==> config.mk <==
export PLATFORM = sky130hd
export DESIGN_NAME = tone_decoder
export DESIGN_NICKNAME = d
export VERILOG_FILES = /design/src/rtl/tone_decoder_pkg.sv /design/src/rtl/tone_decoder_period_meter.sv /design/src/rtl/tone_decoder.sv
export SDC_FILE = /design/constraint.sdc
export NUM_CORES = 1
export LEC_CHECK = 0
export ABC_AREA = 1
export CAP_MARGIN = 20
export CORE_MARGIN = 4
export CORE_UTILIZATION = 40
export DETAILED_ROUTE_END_ITERATION = 6
export GPL_TIMING_DRIVEN = 0
export SLEW_MARGIN = 20
export SYNTH_ARGS = -nofsm -noshare
export SYNTH_HDL_FRONTEND = slang
export SYNTH_SLANG_ARGS = --single-unit
==> constraint.sdc <==
create_clock -name clk -period 6.55 [get_ports clk]
set_input_delay 0.9825 -clock clk [delete_from_list [all_inputs] [get_ports clk]]
set_output_delay 0.9825 -clock clk [all_outputs]
set_load 0.01 [all_outputs]
==> src/rtl/tone_decoder_pkg.sv <==
// Shared tone constants: note divisors (common with the tone generator), note indices,
// tick prescale and the half-period classifier used by the decoder.
package tone_decoder_pkg;

  localparam int TICK_PRESCALE = 12;
  localparam int NOTE_TOL      = 16;
  localparam int CNT_W_DEF     = 13;
  localparam int NUM_NOTES     = 8;

  localparam logic [2:0] NOTE_DUO  = 3'd0;
  localparam logic [2:0] NOTE_LAI  = 3'd1;
  localparam logic [2:0] NOTE_MI   = 3'd2;
  localparam logic [2:0] NOTE_FA   = 3'd3;
  localparam logic [2:0] NOTE_SUO  = 3'd4;
  localparam logic [2:0] NOTE_LA   = 3'd5;
  localparam logic [2:0] NOTE_XI   = 3'd6;
  localparam logic [2:0] NOTE_DUO1 = 3'd7;

  localparam logic [12:0] DIV_DUO  = 13'd3822;
  localparam logic [12:0] DIV_LAI  = 13'd3405;
  localparam logic [12:0] DIV_MI   = 13'd3034;
  localparam logic [12:0] DIV_FA   = 13'd2865;
  localparam logic [12:0] DIV_SUO  = 13'd2551;
  localparam logic [12:0] DIV_LA   = 13'd2273;
  localparam logic [12:0] DIV_XI   = 13'd2024;
  localparam logic [12:0] DIV_DUO1 = 13'd1911;

  typedef struct packed {
    logic       hit;
    logic [2:0] idx;
  } note_class_t;

  function automatic logic [12:0] note_divisor(input logic [2:0] idx);
    logic [12:0] div;
    case (idx)
      NOTE_DUO:  div = DIV_DUO;
      NOTE_LAI:  div = DIV_LAI;
      NOTE_MI:   div = DIV_MI;
      NOTE_FA:   div = DIV_FA;
      NOTE_SUO:  div = DIV_SUO;
      NOTE_LA:   div = DIV_LA;
      NOTE_XI:   div = DIV_XI;
      NOTE_DUO1: div = DIV_DUO1;
      default:   div = DIV_DUO;
    endcase
    return div;
  endfunction

  // A generator half-period lasts divisor+1 ticks; scanning downward lets the lowest index win.
  function automatic note_class_t classify(input logic [15:0] cnt, input logic [15:0] tol);
    note_class_t res;
    logic [16:0] expd;
    logic [16:0] meas;
    logic [16:0] diff;
    res  = '{hit: 1'b0, idx: 3'd0};
    meas = {1'b0, cnt};
    for (int i = NUM_NOTES - 1; i >= 0; i--) begin
      expd = 17'(note_divisor(3'(i))) + 17'd1;
      if (meas >= expd) begin
        diff = meas - expd;
      end else begin
        diff = expd - meas;
      end
      if (diff <= {1'b0, tol}) begin
        res.hit = 1'b1;
        res.idx = 3'(i);
      end else begin
        res.hit = res.hit;
      end
    end
    return res;
  endfunction

endpackage

==> src/rtl/tone_decoder_period_meter.sv <==
// Measures input half-periods: synchroniser, both-edge detect, tick prescaler and a
// saturating tick counter captured into half_period on every edge.
module tone_period_meter
  import tone_decoder_pkg::*;
#(
  parameter int PRESCALE = TICK_PRESCALE,
  parameter int CNT_W    = CNT_W_DEF
) (
  input  logic             clk,
  input  logic             rst,
  input  logic             tone_in,
  output logic             edge_pulse,
  output logic [CNT_W-1:0] count,
  output logic [CNT_W-1:0] half_period,
  output logic             saturated
);

  localparam int PS_W = (PRESCALE > 1) ? $clog2(PRESCALE) : 1;
  localparam logic [PS_W-1:0] PS_MAX = PS_W'(PRESCALE - 1);

  logic             sync1_q, sync2_q, prev_q;
  logic [PS_W-1:0]  ps_q, ps_d;
  logic [CNT_W-1:0] cnt_q, cnt_d;
  logic [CNT_W-1:0] hp_q, hp_d;
  logic             tick;

  assign edge_pulse  = sync2_q ^ prev_q;
  assign tick        = (ps_q == PS_MAX);
  assign saturated   = (cnt_q == {CNT_W{1'b1}});
  assign count       = cnt_q;
  assign half_period = hp_q;

  // An edge restarts the count and swallows any tick landing on the same cycle.
  always_comb begin
    ps_d = tick ? {PS_W{1'b0}} : ps_q + {{(PS_W-1){1'b0}}, 1'b1};
    hp_d = hp_q;
    if (edge_pulse) begin
      cnt_d = {CNT_W{1'b0}};
      hp_d  = cnt_q;
    end else if (tick && !saturated) begin
      cnt_d = cnt_q + {{(CNT_W-1){1'b0}}, 1'b1};
    end else begin
      cnt_d = cnt_q;
    end
  end

  always_ff @(posedge clk or negedge rst) begin
    if (!rst) begin
      sync1_q <= 1'b0;
      sync2_q <= 1'b0;
      prev_q  <= 1'b0;
      ps_q    <= {PS_W{1'b0}};
      cnt_q   <= {CNT_W{1'b0}};
      hp_q    <= {CNT_W{1'b0}};
    end else begin
      sync1_q <= tone_in;
      sync2_q <= sync1_q;
      prev_q  <= sync2_q;
      ps_q    <= ps_d;
      cnt_q   <= cnt_d;
      hp_q    <= hp_d;
    end
  end

endmodule

==> src/rtl/tone_decoder.sv <==
// Tone decoder top: classifies each measured half-period against the note table and
// locks onto a note after CONFIRM consecutive matches of the same index.
module tone_decoder
  import tone_decoder_pkg::*;
#(
  parameter int PRESCALE = TICK_PRESCALE,
  parameter int TOL      = NOTE_TOL,
  parameter int CONFIRM  = 2,
  parameter int CNT_W    = CNT_W_DEF
) (
  input  logic             clk,
  input  logic             rst,
  input  logic             tone_in,
  output logic [2:0]       note,
  output logic             note_valid,
  output logic             note_strobe,
  output logic             silence,
  output logic [CNT_W-1:0] half_period
);

  localparam logic [1:0] ST_SILENT  = 2'd0;
  localparam logic [1:0] ST_ACQUIRE = 2'd1;
  localparam logic [1:0] ST_LOCKED  = 2'd2;
  localparam logic [1:0] CONF_LOCK  = 2'(CONFIRM);

  logic             edge_s, sat_s;
  logic [CNT_W-1:0] cnt_s;
  note_class_t      cls_s;

  logic [1:0] state_q, state_d;
  logic [2:0] cand_q, cand_d;
  logic [1:0] conf_q, conf_d;
  logic [2:0] note_q, note_d;
  logic       valid_q, valid_d;
  logic       strobe_q, strobe_d;
  logic       silence_q, silence_d;
  logic [2:0] cand_sel;
  logic [1:0] conf_sel;

  tone_period_meter #(
    .PRESCALE (PRESCALE),
    .CNT_W    (CNT_W)
  ) u_meter (
    .clk         (clk),
    .rst         (rst),
    .tone_in     (tone_in),
    .edge_pulse  (edge_s),
    .count       (cnt_s),
    .half_period (half_period),
    .saturated   (sat_s)
  );

  assign cls_s = classify(16'(cnt_s), 16'(TOL));

  // Next-state logic; only an edge or a silent counter moves the FSM.
  always_comb begin
    state_d   = state_q;
    cand_d    = cand_q;
    conf_d    = conf_q;
    note_d    = note_q;
    valid_d   = valid_q;
    strobe_d  = 1'b0;
    silence_d = silence_q;
    cand_sel  = cand_q;
    conf_sel  = conf_q;
    if (sat_s && !edge_s) begin
      state_d   = ST_SILENT;
      valid_d   = 1'b0;
      silence_d = 1'b1;
      conf_d    = 2'd0;
    end else if (edge_s) begin
      case (state_q)
        ST_SILENT: begin
          // The first measurement after silence is partial and is discarded.
          state_d   = ST_ACQUIRE;
          silence_d = 1'b0;
          conf_d    = 2'd0;
        end
        ST_ACQUIRE: begin
          if (!cls_s.hit) begin
            conf_d = 2'd0;
          end else begin
            if (cls_s.idx == cand_q) begin
              conf_sel = conf_q + 2'd1;
            end else begin
              cand_sel = cls_s.idx;
              conf_sel = 2'd1;
            end
            cand_d = cand_sel;
            if (conf_sel >= CONF_LOCK) begin
              state_d  = ST_LOCKED;
              note_d   = cand_sel;
              valid_d  = 1'b1;
              strobe_d = 1'b1;
              conf_d   = 2'd0;
            end else begin
              conf_d = conf_sel;
            end
          end
        end
        ST_LOCKED: begin
          if (!cls_s.hit) begin
            state_d = ST_ACQUIRE;
            valid_d = 1'b0;
            conf_d  = 2'd0;
          end else if (cls_s.idx != note_q) begin
            state_d = ST_ACQUIRE;
            valid_d = 1'b0;
            cand_d  = cls_s.idx;
            conf_d  = 2'd1;
          end else begin
            state_d = ST_LOCKED;
          end
        end
        default: begin
          state_d = ST_SILENT;
          valid_d = 1'b0;
        end
      endcase
    end else begin
      state_d = state_q;
    end
  end

  always_ff @(posedge clk or negedge rst) begin
    if (!rst) begin
      state_q   <= ST_SILENT;
      cand_q    <= 3'd0;
      conf_q    <= 2'd0;
      note_q    <= 3'd0;
      valid_q   <= 1'b0;
      strobe_q  <= 1'b0;
      silence_q <= 1'b1;
    end else begin
      state_q   <= state_d;
      cand_q    <= cand_d;
      conf_q    <= conf_d;
      note_q    <= note_d;
      valid_q   <= valid_d;
      strobe_q  <= strobe_d;
      silence_q <= silence_d;
    end
  end

  assign note        = note_q;
  assign note_valid  = valid_q;
  assign note_strobe = strobe_q;
  assign silence     = silence_q;

endmodule

# Word-level counts from Yosys, hierarchy flattened
# Index checks and enable logic that the tools add are counted.
dict set report word_totals {
  ff_bits 46
  latch_bits 0
  ramBits 0
  romBits 0
  inputBits 3
  out_inout_bits 19
  elab_cells 146
  memories 0
}
dict set report classes {
  add_sub_neg 19
  mul 0
  n_div 0
  n_lt_le_gt_ge 17
  n_eq_ne 13
  n_shift 0
  muxes 66
  bitwise 2
  reduce_logical 16
}
# operator n
set op_table {}
lappend op_table {{<= comparator 17 x 5 -> 1 bit (second input constant)} 8}
lappend op_table {{two-way mux 17 bit} 8}
lappend op_table {{subtractor 12 x 13 -> 14 bit (first input constant)} 6}
lappend op_table {{subtractor 13 x 12 -> 14 bit (second input constant)} 6}
lappend op_table {{greater-or-equal comparator 13 x 12 -> 1 bit (second input constant)} 6}
lappend op_table {{two-way mux 3 bit} 12}
lappend op_table {{two-way mux 2 bit} 17}
lappend op_table {{subtractor 11 x 13 -> 14 bit (first input constant)} 2}
lappend op_table {{subtractor 13 x 11 -> 14 bit (second input constant)} 2}
lappend op_table {{greater-or-equal comparator 13 x 11 -> 1 bit (second input constant)} 2}
lappend op_table {{two-way mux 13 bit} 2}
lappend op_table {{two-way mux 1 bit} 22}
lappend op_table {{adder 13 x 1 -> 13 bit (second input constant)} 1}
lappend op_table {{== test 13 bit (second input constant)} 1}
lappend op_table {{case mux 2 bit (3 select lines)} 2}
lappend op_table {{AND reduction 5 bit} 2}
lappend op_table {{!= test 2 bit (second input constant)} 4}
lappend op_table {{nonzero test 2 bit} 4}
lappend op_table {{!= test 3 bit (second input constant)} 2}
lappend op_table {{case mux 3 bit (2 select lines)} 1}
lappend op_table {{AND reduction 3 bit} 2}
lappend op_table {{AND reduction 6 bit} 1}
lappend op_table {{adder 4 x 1 -> 4 bit (second input constant)} 1}
lappend op_table {{== test 4 bit (second input constant)} 1}
lappend op_table {{16 further kinds} 18}

# Depth between registers and ports, before layout
# Gate-level depths: netlist (run 1).
dict set report depth {
  depth_word 23
  ltp_mapped 28
  mapped_depth_nobuf 25
}

# By module
# From an unflattened synthesis (run 1), not the netlist that was laid out.
dict set report unflattened {
  hier_cells 1271
  hier_area_um2 7402.1
}
# mod instances cells_each area_each_um2 seq_area_each_um2
set modules_own_cells {}
lappend modules_own_cells {tone_decoder 1 1080 5834.3 326.6}
lappend modules_own_cells {tone_period_meter 1 191 1567.8 825.8}

# Worst setup path before layout (run 1)
# OpenSTA, ideal clock, no wires.
dict set report synth_timing {
  path_type {reg-to-reg}
  startpoint {reg u_meter.cnt_q[4], in the netlist u_meter.count[4]}
  endpoint {reg state_q[0]}
  setup_ps 121
  arrival_time_ps 3207
  setup_slack_ps 3223
  stages_incl_launch_ff 23
  period_less_slack_ps 3327
  path_cell_list {dfrtp_1 -> inv_1 -> clkbuf_1 -> ha_1 -> buf_2 -> inv_1 -> o21ai_1 -> nand4_2 -> nand2_2 -> buf_4 -> nand2_1 -> o21ai_0 -> o21ai_1 -> nor3_1 -> nand2_1 -> nand2_1 -> nor2_1 -> a21boi_1 -> nand3_2 -> a21oi_2 -> inv_1 -> nand2_1 -> o21ai_1}
}
dict set report synth_via {
  elab_chain_cells 20
  elab_cells_between_ends 75
}
# element line_no
set synth_rtl {}
lappend synth_rtl {{from (decl)} tone_decoder_period_meter.sv:23} ;# logic [CNT_W-1:0] cnt_q, cnt_d;
lappend synth_rtl {{from (signal assigned)} tone_decoder_period_meter.sv:53} ;# cnt_q <= {CNT_W{1'b0}};
lappend synth_rtl {{from (signal assigned)} tone_decoder_period_meter.sv:60} ;# cnt_q <= cnt_d;
lappend synth_rtl {{subtractor 11 x 13 -> 14 bit, or another cell as far along} tone_decoder_pkg.sv:62} ;# diff = expd - meas;
lappend synth_rtl {{two-way mux 17 bit} tone_decoder_pkg.sv:59} ;# if (meas >= expd) begin
lappend synth_rtl {{<= comparator 17 x 5 -> 1 bit} tone_decoder_pkg.sv:64} ;# if (diff <= {1'b0, tol}) begin
lappend synth_rtl {{two-way mux 3 bit (8 in series)} tone_decoder_pkg.sv:64}
lappend synth_rtl {{== test 3 bit} tone_decoder.sv:83} ;# if (cls_s.idx == cand_q) begin
lappend synth_rtl {{two-way mux 2 bit} tone_decoder.sv:83}
lappend synth_rtl {{two-way mux 2 bit} tone_decoder.sv:80} ;# if (!cls_s.hit) begin
lappend synth_rtl {{two-way mux 2 bit} tone_decoder.sv:72} ;# case (state_q)
lappend synth_rtl {{two-way mux 2 bit} tone_decoder.sv:71} ;# end else if (edge_s) begin
lappend synth_rtl {{two-way mux 2 bit} tone_decoder.sv:66} ;# if (sat_s && !edge_s) begin
lappend synth_rtl {{greater-or-equal comparator 2 bit} tone_decoder.sv:90} ;# if (conf_sel >= CONF_LOCK) begin
lappend synth_rtl {{!= test 3 bit (no line)} n/a}
lappend synth_rtl {{AND reduction 3 bit (no line)} n/a}
lappend synth_rtl {{to (signal assigned)} tone_decoder.sv:135} ;# state_q <= state_d;
lappend synth_rtl {{to (decl)} tone_decoder.sv:30} ;# logic [1:0] state_q, state_d;
# Several ways; a longest one is shown, not always the timed one. The select of a mux whose other input is x is not followed.
# A chain may end at the register's enable or synchronous reset.

# Worst setup path after layout (run 1)
dict set report layout_timing {
  startpoint {reg u_meter.cnt_q[4], in the netlist u_meter.count[4]}
  endpoint {reg conf_q[1]}
}
dict set report layout_via {
  elab_chain_cells 23
  elab_cells_between_ends 76
}
# element line_no
set layout_rtl {}
lappend layout_rtl {{subtractor 11 x 13 -> 14 bit, or another cell as far along} tone_decoder_pkg.sv:62}
lappend layout_rtl {{two-way mux 17 bit} tone_decoder_pkg.sv:59}
lappend layout_rtl {{<= comparator 17 x 5 -> 1 bit} tone_decoder_pkg.sv:64}
lappend layout_rtl {{two-way mux 3 bit (8 in series)} tone_decoder_pkg.sv:64}
lappend layout_rtl {{== test 3 bit} tone_decoder.sv:83}
lappend layout_rtl {{two-way mux 2 bit} tone_decoder.sv:83}
lappend layout_rtl {{two-way mux 2 bit} tone_decoder.sv:80}
lappend layout_rtl {{two-way mux 2 bit} tone_decoder.sv:72}
lappend layout_rtl {{two-way mux 2 bit} tone_decoder.sv:71}
lappend layout_rtl {{two-way mux 2 bit} tone_decoder.sv:66}
lappend layout_rtl {{greater-or-equal comparator 2 bit} tone_decoder.sv:90}
lappend layout_rtl {{two-way mux 2 bit} tone_decoder.sv:90}
lappend layout_rtl {{two-way mux 2 bit} tone_decoder.sv:80}
lappend layout_rtl {{case mux 2 bit (3 select lines)} tone_decoder.sv:72}
lappend layout_rtl {{two-way mux 2 bit} tone_decoder.sv:71}
lappend layout_rtl {{two-way mux 2 bit} tone_decoder.sv:66}
lappend layout_rtl {{to (signal assigned)} tone_decoder.sv:137} ;# conf_q <= conf_d;
lappend layout_rtl {{to (decl)} tone_decoder.sv:32} ;# logic [1:0] conf_q, conf_d;
# Several ways; a longest one is shown, not always the timed one. The select of a mux whose other input is x is not followed.

==> results of run 1 <==
==> per-layer routing <==
layer	wire, um	vias to the layer above	track usage, %
li1	-	4136	-
met1	13000	3922	41.3
met2	12800	511	45.7
met3	3150	92	5.90
met4	1520	0	12.8
met5	0	-	0
==> worst max-delay path, delay by kind of cell (launching register included) <==
family | cells | cell delay, ps
and+or+nand+nor | 18 | 2550
adders and majority gates | 1 | 270
DFF | 1 | 520
buffers and inverters | 3 | 1340
==> kinds of logic (layout without fill, tap and decap cells) <==
logic type,count (synthesis),count (layout),synth area share [%]
flops,46,46,16.1
compound gates,136,136,10.1
xor+xnor,57,57,6.99
fa+ha+maj,30,30,5.25
buf+inv,176,206,10.5
simple gates,838,838,51.0
==> synth_stat cells, types with 2 or more instances <==
cell      instances  share of area (%)
a21oi_1          34                2.4
a21oi_2           2               0.25
a31oi_1           4               0.35
buf_1             4               0.21
buf_2            19                1.3
buf_4            10                1.1
buf_6             4               0.63
clkbuf_1         15               0.79
clkinv_1          5               0.26
dfrtp_1          45                 16
ha_1             30                5.3
inv_1           107                5.6
inv_2            12               0.63
nand2_1         480                 25
nand2_2          15                1.3
nand2_4           3               0.47
nand3_1         142                9.9
nand3_2           6               0.84
nand3b_1          3               0.32
nand4_1          28                2.5
nand4_2           2               0.35
nor2_1          129                6.8
nor2_2            9               0.79
nor2_4            9                1.4
nor3_1            6               0.42
o211ai_1          2               0.21
o21ai_0          64                4.5
o21ai_1          21                1.5
o22ai_1           3               0.26
or2_2             4               0.35
xnor2_1           5               0.61
xor2_1           52                6.4
==> state kept, by name, indices dropped and copies added (netlist names) <==
signal / count
note_strobe: 1
u_meter.ps_q: 4
u_meter.prev_q: 1
conf_q: 2
u_meter.count: 13
silence: 1
note: 3
cand_q: 3
u_meter.sync1_q: 1
u_meter.sync2_q: 1
note_valid: 1
u_meter.half_period: 13
state_q: 2
==> per-stage QoR <==
| stage | hold slack [ps] | std cells | cell area, um2 |
|---|---|---|---|
| 2_1_floorplan | 331 | 1283 | 7140 |
| 3_3_place_gp | 335 | 1529 | 7640 |
| 4_1_cts | 354 | 1538 | 7790 |
| 6_report | 357 | 1538 | 7790 |
| 5_1_grt | 373 | 1538 | 7790 |
| 3_5_place_dp | 339 | 1530 | 7650 |
==> final timing paths <==
check                      slack (ps)  cells after the start              end
min                               360                      0  u_meter.sync2_q
max in group asynchronous        5350                      2          silence
min reg2reg                       360                      0  u_meter.sync2_q
max                              1750                     22        conf_q[1]
min in group asynchronous         630                      1        cand_q[0]
max reg2reg                      1750                     22        conf_q[1]
==> power by group <==
group | internal [W] | switching (W)
Combinational | 0.0000422 | 0.0000800
Clock | 0.000142 | 0.000118
Sequential | 0.000294 | 0.0000106
==> area by class of cell <==
| type | instances | area share (%) |
|---|---|---|
| plain buffers | 52 | 3.68 |
| repair buffers | 22 | 2.89 |
| clock inverters | 3 | 0.241 |
| inverters | 124 | 5.97 |
| flip-flops and latches | 46 | 14.8 |
| multi-input cells | 1061 | 67.2 |
| well taps | 225 | 3.61 |
| clock buffers | 5 | 1.61 |
==> reports/metrics.cfg, run 1 <==
[cells_and_area]
regArea_mm2 = 0.00115
final_common_cell = nand2_1
syn_to_final_growth_pct = 9.11
most-common-layout-cells = nand2_1 (480), nand3_1 (142), nor2_1 (129), inv_1 (107), o21ai_0 (64)
multiInputGateArea_mm2 = 0.00524
drive_gt1_share_pct = 8.15
diodes = 0
fin_nets = 1345
fill_cells = 2013
fin_util_pct = 44.8

[synthesis]
ys.flop_type = dfrtp_1
syn_inst = 1283
synth_cell_type_count = 41
ys_seq_area_share_pct = 16.1
async_flop_share_pct = 100
avgSynthCellArea_um2 = 5.57
syn_nets = 1316
synth_edf_count = 0
ys_seq_elements = 46
syn_area_mm2 = 0.00714
synth_warnings = 0

[grt]
grt_pass1_wl_um = 46300
antenna_found_initial = 0
globalRoute.totalOverflow = 0
grt_pass1_vias = 7919
track_usage_pct = 30.0
grt_max_degree = 32

[cts]
clockBufferDepth = 2
cts-root-buf = clkbuf_16
h-tree-depth = 2
clkSinkCount = 46
cts_resized = 0
clkLatencyLatePin_ps = 290
cts_made_buffers = 5
ctsHoldBuffers = 0
cts_tree = built
post_cts_buffers = 0
path_clk_slew_ps = 70

[timing]
report.final.slew_viol_count = 0
finalCritPeriodShare_pct = 73.3
fmax_mhz = 208
tightest_slew_ps = 1140
rsz0062_at_grt = no
skew_ps = 7.68
finalSetupTns_ps = 0
max_slew_margin_pct = 24.0
final_hold_viol_count = 0
fin_crit_ps = 4800
setup_ws_ps = 1750
setup_viol = 0

[placed_design]
gp_congestion = 1.07
numPortBuffers = 21
preCtsSetupSlack_ps = 1880
dp_hpwl_um = 22900

[min_path]
min-delay-start = u_meter.sync1_q
hp-class = flip-flop to flip-flop

[power_and_ir_drop]
power_w = 0.000686
p_leak_nw = 4.07
powerDensity_mw_per_mm2 = 88.0
ir_worst_vdd_mv = 0.129

[detailed_routing]
vias = 8661
drc = 0
drt_iter0_markers = 973
drtAntennaViolNets = 0
drtPass1Iterations = 6
vias_per_cell = 5.63
wl_per_cell_um = 19.8
drt_wl_total_um = 30500

[worst_setup_path]
path_cells = inv_1 -> clkbuf_1 -> ha_1 -> buf_2 -> nand3_1 -> nand3_1 -> nand3_1 -> nand3_2 -> nand2_1 -> nand3_1 -> nand2_1 -> nor2_1 -> nor2_1 -> nand3_1 -> nand2_1 -> nor2_2 -> nand2_1 -> nand3_1 -> nor2_2 -> nand4_2 -> nand3_1 -> and2_1
crit_path_max_incr_delay_ps = 860
crit_start = u_meter.count[4]
slowest_stage = clkbuf_1
startpoint_type = flip-flop
worst-endpoint-arrival_ps = 4980
path_common_cell = nand3_1
reg2reg_from = u_meter.count[4]
cp-end-kind = flip-flop
required_ps = 6740
worst-path-max-fanout = 15
path_class = flip-flop to flip-flop

[floorplanning]
die-area_mm2 = 0.0201
core_area_mm2 = 0.0174
rows = 48
start_util_pct = 41.0
ios = 22
die_y_um = 142
die-width_um = 142

[run_status]
status = finished clean

[job]
drv_cap = 0

Power figures use the tool's default switching activity.
==> run 2, diff against run 1 <==
Clock period 6.55 ns to 5 ns, I/O delays scaled along.
==> reports/metrics.cfg, run 2 (same netlist as run 1, synthesis figures left out) <==
[timing]
skew_ps = 6.36  ; -1.31 ps
setup_viol = 0  ; unchanged
finalSetupTns_ps = 0  ; unchanged
fmax_mhz = 226  ; +8.4%
rsz0062_at_grt = no
setup_ws_ps = 576  ; -1180 ps
final_hold_viol_count = 0  ; unchanged
max_slew_margin_pct = 38.3  ; +14 points
finalCritPeriodShare_pct = 88.5  ; +15 points
report.final.slew_viol_count = 0  ; unchanged
fin_crit_ps = 4420  ; -374 ps
tightest_slew_ps = 926  ; -214 ps

[cells_and_area]
final_common_cell = nand2_1
fin_nets = 1345  ; unchanged
most-common-layout-cells = nand2_1 (480), nand3_1 (142), nor2_1 (129), inv_1 (107), o21ai_0 (64)
fin_util_pct = 44.8  ; about the same
drive_gt1_share_pct = 8.23  ; +0.076 points
syn_to_final_growth_pct = 9.12  ; about the same
stdcell_area_mm2 = 0.00780  ; about the same
diodes = 0  ; unchanged

[worst_setup_path]
path_cells = inv_1 -> clkbuf_2 -> ha_1 -> buf_2 -> nand3_1 -> nand3_1 -> nand3_1 -> clkinv_1 -> nor2_4 -> nand2_1 -> nand3_1 -> nand2_1 -> nor2_1 -> nor2_1 -> nand3_1 -> nand2_1 -> nor2_2 -> nand2_1 -> nand3_1 -> nor2_2 -> nand4_2 -> nand3_1 -> and2_1
slowest_stage = dfrtp_1
path_class = flip-flop to flip-flop
required_ps = 5190  ; -1550 ps
path_common_cell = nand3_1
crit_path_max_incr_delay_ps = 560  ; -300 ps
worst-path-max-fanout = 15  ; unchanged
cp-end-kind = flip-flop
startpoint_type = flip-flop
cp_num_buf_inv = 4  ; +1
cpLargestDelayFamily = simple AND/OR/NAND/NOR gates
worst-endpoint-arrival_ps = 4610  ; -370 ps

[grt]
grt_pass1_vias = 7919  ; unchanged
antenna_found_initial = 0  ; unchanged
grt_pass1_wl_um = 46300  ; unchanged
globalRoute.totalOverflow = 0  ; unchanged
grt_max_degree = 32  ; unchanged
track_usage_pct = 30.0  ; unchanged

[cts]
cts-root-buf = clkbuf_16
clkSinkCount = 46  ; unchanged
cts_tree = built
post_cts_buffers = 0  ; unchanged
clkLatencyLatePin_ps = 290  ; about the same
clockBufferDepth = 2  ; unchanged
path_clk_slew_ps = 70  ; about the same
h-tree-depth = 2  ; unchanged
cts_made_buffers = 5  ; unchanged
cts_resized = 0  ; unchanged
ctsHoldBuffers = 0  ; unchanged

[detailed_routing]
vias_per_cell = 5.61  ; -0.42%
drtAntennaViolNets = 0  ; unchanged
drc = 0  ; unchanged
wl_per_cell_um = 19.8  ; +0.11%
vias = 8625  ; -0.42%
drt_wl_total_um = 30500  ; +0.11%
drtPass1Iterations = 6  ; unchanged
drt_iter0_markers = 1021  ; +4.9%

[floorplanning]
die_y_um = 142  ; unchanged
die-width_um = 142  ; unchanged
rows = 48  ; unchanged
ios = 22  ; unchanged
die-area_mm2 = 0.0201  ; unchanged
core_area_mm2 = 0.0174  ; unchanged
start_util_pct = 41.0  ; unchanged

[power_and_ir_drop]
ir_worst_vdd_mv = 0.168  ; +30%
powerDensity_mw_per_mm2 = 115  ; +31%
p_leak_nw = 4.08  ; about the same

[min_path]
hp-class = flip-flop to flip-flop

[placed_design]
numPortBuffers = 21  ; unchanged
preCtsSetupSlack_ps = 334  ; -1550 ps
placed_cell_area_mm2 = 0.00765  ; unchanged
gp_congestion = 1.07  ; unchanged
dp_hpwl_um = 22900  ; unchanged

[run_status]
status = finished clean

[job]
drv_cap = 0  ; unchanged

## run 2: metal layers
metal	track usage, %	vias to the layer above	wire length, um
met5	0	-	0
met4	12.8	0	1540
met3	5.90	87	2980
met2	45.7	459	12800
met1	41.3	3945	13200
li1	-	4134	-
## run 2: final cells by class
cell class | instances | area (um2)
Buffer | 52 | 288
Clock buffer | 5 | 125
Clock inverter | 3 | 18.8
Fill cell | 2012 | 9620
Inverter | 124 | 465
Multi-Input combinational cell | 1061 | 5240
Sequential cell | 46 | 1150
Tap cell | 225 | 282
Timing Repair Buffer | 22 | 225
## run 2: through the flow
step / power, W / std cells / hold slack, ps
3_5_place_dp: 0.000566 / 1530 / 339
6_report: 0.000897 / 1538 / 356
3_3_place_gp: 0.000561 / 1529 / 335
5_1_grt: 0.000944 / 1538 / 373
2_1_floorplan: 0.000515 / 1283 / 331
4_1_cts: 0.000903 / 1538 / 354
## run 2: worst paths after layout
check / from / end / slack, ps / depth (start not counted)
max: u_meter.count[4] / conf_q[1] / 580 / 23
min: u_meter.sync1_q / u_meter.sync2_q / 360 / 0
max reg2reg: u_meter.count[4] / conf_q[1] / 580 / 23
min reg2reg: u_meter.sync1_q / u_meter.sync2_q / 360 / 0
max in group asynchronous: rst / silence / 4030 / 2
min in group asynchronous: rst / cand_q[0] / 400 / 1
## run 2: where the power goes
| group | internal, W | switching (W) | total, W | leakage (nW) |
|---|---|---|---|---|
| Sequential | 0.000385 | 0.0000140 | 0.000399 | 0.622 |
| Clock | 0.000186 | 0.000153 | 0.000338 | 0.0740 |
| Combinational | 0.0000553 | 0.000105 | 0.000160 | 3.38 |
==> run 3, diff against run 2 <==
Settings changed: CTS_CLUSTER_SIZE set to 16, SLEW_MARGIN 20 to not set.
==> results of run 3 <==
Same layout as run 2: the final DEF is identical, and so are final timing and power.
